==> src/rtl/run_length_encoder.sv <==
// -----------------------------------------------------------------------------
// run_length_encoder
//
// Per-channel JPEG run-length / category encoder. It takes 64 quantized
// coefficients per 8x8 block in zigzag order and emits Huffman-ready symbols:
// one DC-difference symbol per block, AC (run,size,amp) symbols, ZRL (15,0)
// and EOB (0,0). The DC predictor is private to this instance.
//
// Ports
//   clk, rst_n    rising-edge clock, asynchronous active-low reset
//   in_valid      coefficient present on in_data
//   in_ready      encoder accepts the coefficient this cycle
//   in_data       signed quantized coefficient (zigzag index 0 = DC .. 63)
//   out_valid     symbol present on out_* (held until out_ready)
//   out_ready     downstream accepts the symbol
//   out_run       preceding zero run (0 for DC/EOB, 15 for ZRL)
//   out_size      magnitude category
//   out_amp       amplitude bits, right-aligned, upper bits zero
//   out_is_dc     symbol is the DC difference
//   out_eob       symbol is End-Of-Block
//   dbg_state_o   current FSM state (ACCEPT/ZRL/SYM)
//
// Handshake: on both sides a transfer happens on a rising edge where valid and
// ready are both high. valid never depends on ready; once out_valid is high the
// out_* fields stay frozen until the cycle in which out_ready is seen high.
// in_ready is high only in ACCEPT with a free output slot, so every accepted
// coefficient that produces a symbol can load the output register directly.
// -----------------------------------------------------------------------------
module run_length_encoder #(
  parameter int DATA_WIDTH = 10
) (
  input  logic                  clk,
  input  logic                  rst_n,
  input  logic                  in_valid,
  output logic                  in_ready,
  input  logic [DATA_WIDTH-1:0] in_data,
  output logic                  out_valid,
  input  logic                  out_ready,
  output logic [3:0]            out_run,
  output logic [3:0]            out_size,
  output logic [DATA_WIDTH:0]   out_amp,
  output logic                  out_is_dc,
  output logic                  out_eob,
  output logic [1:0]            dbg_state_o
);

  localparam int AW = DATA_WIDTH + 1;

  typedef enum logic [1:0] {
    S_ACCEPT = 2'd0,
    S_ZRL    = 2'd1,
    S_SYM    = 2'd2
  } state_e;

  // Bit length of |x|; x is AW-bit two's complement. The negation is read as
  // unsigned, so even the most-negative AW-bit value yields its true magnitude.
  function automatic logic [3:0] calc_cat(input logic [AW-1:0] x);
    logic [AW-1:0] mag;
    logic [3:0]    cat;
    mag = x[AW-1] ? (~x + AW'(1)) : x;
    cat = 4'd0;
    for (int i = 0; i < AW; i++) begin
      if (mag[i]) cat = 4'(i + 1);
    end
    return cat;
  endfunction

  // Positive values are sent as-is; negative values as the low 'cat' bits of
  // x-1 (ones-complement form), with everything above them forced to zero.
  function automatic logic [AW-1:0] calc_amp(input logic [AW-1:0] x,
                                             input logic [3:0]    cat);
    logic [AW-1:0] mask;
    mask = (AW'(1) << cat) - AW'(1);
    return x[AW-1] ? ((x - AW'(1)) & mask) : x;
  endfunction

  state_e                state_q, state_d;
  logic [5:0]            idx_q, idx_d;
  logic [5:0]            zero_run_q, zero_run_d;
  logic [DATA_WIDTH-1:0] dc_pred_q, dc_pred_d;
  logic [DATA_WIDTH-1:0] lat_q, lat_d;
  logic                  ready_en_q;

  logic                  out_valid_q;
  logic [3:0]            out_run_q;
  logic [3:0]            out_size_q;
  logic [AW-1:0]         out_amp_q;
  logic                  out_is_dc_q;
  logic                  out_eob_q;

  logic                  slot_free;
  logic                  accept;
  logic [AW-1:0]         in_ext;
  logic [AW-1:0]         lat_ext;
  logic [AW-1:0]         dc_diff;

  // Symbol being produced this cycle. ZRL and EOB use sym_val = 0, which
  // naturally gives size 0 and amp 0 from the shared category logic.
  logic                  emit;
  logic [3:0]            sym_run;
  logic [AW-1:0]         sym_val;
  logic                  sym_is_dc;
  logic                  sym_eob;
  logic [3:0]            sym_cat;
  logic [AW-1:0]         sym_amp;

  assign slot_free = !out_valid_q || out_ready;
  // ready_en_q keeps in_ready low through the reset cycle.
  assign in_ready  = ready_en_q && (state_q == S_ACCEPT) && slot_free;
  assign accept    = in_valid && in_ready;

  assign in_ext  = {in_data[DATA_WIDTH-1], in_data};
  assign lat_ext = {lat_q[DATA_WIDTH-1], lat_q};
  assign dc_diff = in_ext - {dc_pred_q[DATA_WIDTH-1], dc_pred_q};

  assign sym_cat = calc_cat(sym_val);
  assign sym_amp = calc_amp(sym_val, sym_cat);

  always_comb begin
    state_d    = state_q;
    idx_d      = idx_q;
    zero_run_d = zero_run_q;
    dc_pred_d  = dc_pred_q;
    lat_d      = lat_q;
    emit       = 1'b0;
    sym_run    = 4'd0;
    sym_val    = '0;
    sym_is_dc  = 1'b0;
    sym_eob    = 1'b0;

    case (state_q)
      S_ACCEPT: begin
        if (accept) begin
          idx_d = idx_q + 6'd1;
          if (idx_q == 6'd0) begin
            // DC: always emitted, even for a zero difference.
            emit       = 1'b1;
            sym_val    = dc_diff;
            sym_is_dc  = 1'b1;
            dc_pred_d  = in_data;
            zero_run_d = 6'd0;
          end else if (in_data == '0) begin
            if (idx_q == 6'd63) begin
              // Trailing zeros collapse into EOB; no ZRL for them.
              emit       = 1'b1;
              sym_eob    = 1'b1;
              zero_run_d = 6'd0;
            end else begin
              zero_run_d = zero_run_q + 6'd1;
            end
          end else if (zero_run_q < 6'd16) begin
            emit       = 1'b1;
            sym_run    = zero_run_q[3:0];
            sym_val    = in_ext;
            zero_run_d = 6'd0;
          end else begin
            // Run too long for one symbol: hold the coefficient and emit
            // ZRLs first.
            lat_d   = in_data;
            state_d = S_ZRL;
          end
        end
      end

      S_ZRL: begin
        if (slot_free) begin
          emit       = 1'b1;
          sym_run    = 4'd15;
          zero_run_d = zero_run_q - 6'd16;
          if (zero_run_q < 6'd32) state_d = S_SYM;
        end
      end

      S_SYM: begin
        if (slot_free) begin
          emit       = 1'b1;
          sym_run    = zero_run_q[3:0];
          sym_val    = lat_ext;
          zero_run_d = 6'd0;
          state_d    = S_ACCEPT;
        end
      end

      default: state_d = S_ACCEPT;
    endcase
  end

  always_ff @(posedge clk or negedge rst_n) begin
    if (!rst_n) begin
      state_q    <= S_ACCEPT;
      idx_q      <= 6'd0;
      zero_run_q <= 6'd0;
      dc_pred_q  <= '0;
      lat_q      <= '0;
      ready_en_q <= 1'b0;
    end else begin
      state_q    <= state_d;
      idx_q      <= idx_d;
      zero_run_q <= zero_run_d;
      dc_pred_q  <= dc_pred_d;
      lat_q      <= lat_d;
      ready_en_q <= 1'b1;
    end
  end

  // Output register: loads only when the slot is free, so a stalled symbol is
  // never overwritten.
  always_ff @(posedge clk or negedge rst_n) begin
    if (!rst_n) begin
      out_valid_q <= 1'b0;
      out_run_q   <= 4'd0;
      out_size_q  <= 4'd0;
      out_amp_q   <= '0;
      out_is_dc_q <= 1'b0;
      out_eob_q   <= 1'b0;
    end else if (emit) begin
      out_valid_q <= 1'b1;
      out_run_q   <= sym_run;
      out_size_q  <= sym_cat;
      out_amp_q   <= sym_amp;
      out_is_dc_q <= sym_is_dc;
      out_eob_q   <= sym_eob;
    end else if (out_ready) begin
      out_valid_q <= 1'b0;
    end
  end

  assign out_valid   = out_valid_q;
  assign out_run     = out_run_q;
  assign out_size    = out_size_q;
  assign out_amp     = out_amp_q;
  assign out_is_dc   = out_is_dc_q;
  assign out_eob     = out_eob_q;
  assign dbg_state_o = state_q;

endmodule

==> config.mk <==
export PLATFORM = sky130hd
export DESIGN_NAME = run_length_encoder
export DESIGN_NICKNAME = d
export VERILOG_FILES = /design/src/rtl/run_length_encoder.sv
export SDC_FILE = /design/constraint.sdc
export NUM_CORES = 1
export LEC_CHECK = 0
export ABC_AREA = 1
export BUFFER_PORTS_ARGS = -buffer_cell sky130_fd_sc_hd__buf_2
export CAP_MARGIN = 30
export CORE_MARGIN = 3
export CORE_UTILIZATION = 55
export CTS_CLUSTER_DIAMETER = 200
export CTS_CLUSTER_SIZE = 40
export DETAILED_ROUTE_END_ITERATION = 10
export PLACE_DENSITY = 0.76
export SYNTH_ARGS = -nofsm -noshare
export SYNTH_HDL_FRONTEND = slang
export SYNTH_SLANG_ARGS = --single-unit
==> constraint.sdc <==
create_clock -name clk -period 3.6 [get_ports clk]
set_input_delay 0.72 -clock clk [delete_from_list [all_inputs] [get_ports clk]]
set_output_delay 0.72 -clock clk [all_outputs]
set_load 0.02 [all_outputs]
==> metrics.md <==
| Metric | Value |
|---|---|
| Status | `completed` |
| Pre-CTS setup slack | `-0.359 ns` |
| Via count | `4,568` |
| Crit path time final | `3.47 ns` |
| Final RePlAce weighted congestion | `0.924` |
| Pwr/cell area | `1050 mW/mm²` |
| Synth warn | `0` |
| Clk slew on worst S/H paths | `0.08 ns` |
| Final Max Slew Viols | `0` |
| DR DRC count | `0` |
| Die Area | `0.00923 mm²` |
| Worst-margin pin slew | `0.752 ns` |
| Post-Route WL | `11,900 µm` |
| Setup-failing EPs final | `0` |
| Antenna viol nets, final | `0` |
| Static leakage | `2.97 nW` |
| WS Path Type | `input port to flip-flop` |
| Die Width | `96.1 µm` |
| Worst skew pair latency | `0.34 ns` |
| Total clock sinks | `57` |
| Boundary Pins | `39` |
| Clk_skew | `0.0129 ns` |
| List of most frequent post-synthesis cells | `nand2_1 (160), inv_1 (80), dfrtp_1 (57)` |
| Antenna Cells | `0` |
| GR Util All Layers | `26.7%` |
| CP arrival | `3.70 ns` |
| Leading area contributor after synthesis | `dfrtp_1` |
| Most numerous cell in the Yosys netlist | `nand2_1` |
| Number of port buffers | `38` |
| Syn_area_per_cell | `7.17 µm²` |
| Synth unique cells | `41` |
| Number of global-route vias before repair | `4,309` |
| FF/Latch Area | `0.00143 mm²` |
| CP required | `3.83 ns` |
| Fillers | `596` |
| PnR Total Power | `6.13 mW` |
| Synth area leaders | `dfrtp_1 (32%), nand2_1 (13%), inv_1 (6.7%), ha_1 (5.9%), nand3_1 (4.9%)` |
| F_max | `0.289 GHz` |
| Prevailing post-synth register cell | `dfrtp_1` |
| Layout Area Growth over Synthesis | `30.7%` |
| H-tree Lvls | `3` |
| Rel. slew slack | `49.9%` |
| Crit. End Element | `flip-flop` |
| Gr ovfl total | `0` |
| Area of the multi-input gates | `0.00274 mm²` |
| Hold buffer count at cts | `0` |
| Clock Path Buffers | `2` |
| Final worst slack | `0.134 ns` |
| Die Y | `96.1 µm` |
| Fraction of registers with async set/reset | `100%` |
| DR iter-0 viols | `288` |
| CTS Buf Count | `9` |
| Initial antenna violation count | `0` |
| Share of the synthesized area in the top cell type | `32.0%` |
| Core ar. | `0.00781 mm²` |
| Yosys reg bits | `57` |
| Worst-path fanout max | `5` |
| Std cell rows | `32` |
| Placed insts | `832` |
| Mapped Cells | `623` |
| Finished Layout Cells | `865` |
| First-pass GRT wire length | `19,300 µm` |
| Hold Crit Class | `input port to asynchronous set/reset pin` |
| Syn_nets | `659` |
| Netlist Area Pre-Place | `0.00446 mm²` |
| Post-synth EDFFs | `0` |
| Sequential-to-total area share from yosys stat | `32.0%` |
| Final #Nets | `794` |
| Vias per cell | `5.28` |
| Pre-antenna DRT Iters | `5` |
| Worst vdd ir | `0.518 mV` |
| Fin crit share | `96.3%` |
| Largest net degree at the start of global routing | `34` |
| Worst Setup Start Kind | `input port` |
| Effective utilization at floorplan | `57.2%` |
| Final hold vios | `0` |
| Clock Tree Root | `clkbuf_8` |
| WL/cell | `13.8 µm` |
| Hpwl dp | `8910 µm` |
| CTS tree | `done` |
| Share of layout cells above drive strength 1 | `35.3%` |
| Fin Setup TNS | `0 ns` |
| Reported max-cap violation count | `0` |
sequential cells by signal, indices dropped and copies added (netlist names):
register     count
out_amp         11
dc_pred_q       10
lat_q           10
idx_q            6
zero_run_q       6
out_run          4
out_size         4
dbg_state_o      2
out_eob          1
out_is_dc        1
out_valid        1
ready_en_q       1
cell usage in the layout (no fill, tap or decap), types with 2 or more instances in the layout:
| cell type | instances |
|---|---|
| a211oi_1 | 2 |
| a21oi_1 | 15 |
| a21oi_2 | 6 |
| a31oi_1 | 8 |
| buf_2 | 37 |
| buf_4 | 95 |
| buf_6 | 3 |
| buf_8 | 2 |
| clkbuf_8 | 10 |
| clkinv_2 | 4 |
| clkinv_4 | 2 |
| dfrtp_1 | 56 |
| ha_1 | 14 |
| ha_4 | 7 |
| inv_1 | 71 |
| inv_2 | 19 |
| inv_4 | 2 |
| mux2_2 | 3 |
| nand2_1 | 155 |
| nand2_2 | 24 |
| nand2_4 | 12 |
| nand3_1 | 42 |
| nand3_2 | 8 |
| nand4_1 | 20 |
| nor2_1 | 47 |
| nor2_2 | 6 |
| nor2_4 | 13 |
| nor2_8 | 3 |
| nor3_1 | 7 |
| o21ai_0 | 41 |
| o21ai_1 | 3 |
| o21ai_2 | 3 |
| o21bai_1 | 2 |
| xnor2_1 | 2 |
| xor2_1 | 5 |
critical path, cell delays in order:
cell and delay, ns:
buf_8 0.10, inv_12 0.03, ha_4 0.15, fa_2 0.52, nand4_1 0.07, nand3_1 0.10
nand2_2 0.06, inv_2 0.06, ha_4 0.13, nand3_2 0.08, nor2_4 0.16, nand3_1 0.16
nand3_1 0.11, nand2_2 0.08, nor2_4 0.12, nand2_4 0.07, nor2_4 0.13, inv_2 0.06
nor2_4 0.10, nand2_2 0.08, ha_4 0.17, nand2_4 0.09, inv_4 0.05, nand2_2 0.06
nand2_1 0.05, o21ai_1 0.11, nand2_1 0.07
final timing paths:
| check | start | slack, ns | endpoint | depth (start not counted) |
|---|---|---|---|---|
| worst max register to register | idx_q[0] | 0.19 | out_amp[4] | 30 |
| max in group asynchronous | rst_n | 2.32 | idx_q[1] | 2 |
| worst min register to register | out_amp[10] | 0.48 | out_amp[10] | 2 |
| worst max-delay path | in_data[0] | 0.13 | out_amp[4] | 27 |
| worst min-delay path | rst_n | 0.45 | out_size[3] | 1 |
| min in group clk | out_amp[10] | 0.48 | out_amp[10] | 2 |
report_power, final:
part | internal (mW) | switching [mW]
sequential | 0.916 | 0.154
combinational | 1.92 | 2.59
clock | 0.266 | 0.280
cell families (layout without fill, tap and decap cells):
kind of cell	after synthesis	count (layout)	share of synthesized area, %
buffers and inverters	110	250	10.6
DFF	57	57	32.0
xor gates and xnor gates	7	7	1.37
adders and majority gates	22	22	6.33
other	1	1	0.0840
and+or+nand+nor	341	341	38.5
muxes	3	3	0.757
AOI/OAI and AO/OA	82	82	10.4
layout make-up:
cell class	instances	share of cell area [%]
Multi-Input combinational cell	456	46.9
Sequential cell	57	24.5
Timing Repair Buffer	138	16.8
Inverter	96	6.71
Clock buffer	11	2.42
Tap cell	102	2.19
Clock inverter	5	0.536
per-layer routing:
metal  track usage (%)  share of wire [%]  up-vias  wire length [µm]
li1                  -                  -     2277                 -
met1              32.8                 42     2137              5030
met2              45.5                 51      122              6060
met3              4.77                3.7       32               446
met4              11.3                3.2        0               384
met5                 0                  0        -                 0
per-stage QoR:
step	area, µm²	hold slack [ns]	utilization, %
2_1_floorplan	4530	0.424	-
3_3_place_gp	5370	0.460	68.7
3_5_place_dp	5370	0.461	68.7
4_1_cts	5560	0.474	71.2
5_1_grt	5840	0.496	74.8
6_report	5840	0.448	74.8
repair_timing:
item                                   CTS  global route
buffers inserted                         2            15
setup endpoints to repair                1             7
cloned                                   0             0
gates resized for setup                  1            42
pin swaps                                1            29
endpoints found under the hold margin    0             0
Power figures use the tool's default switching activity.
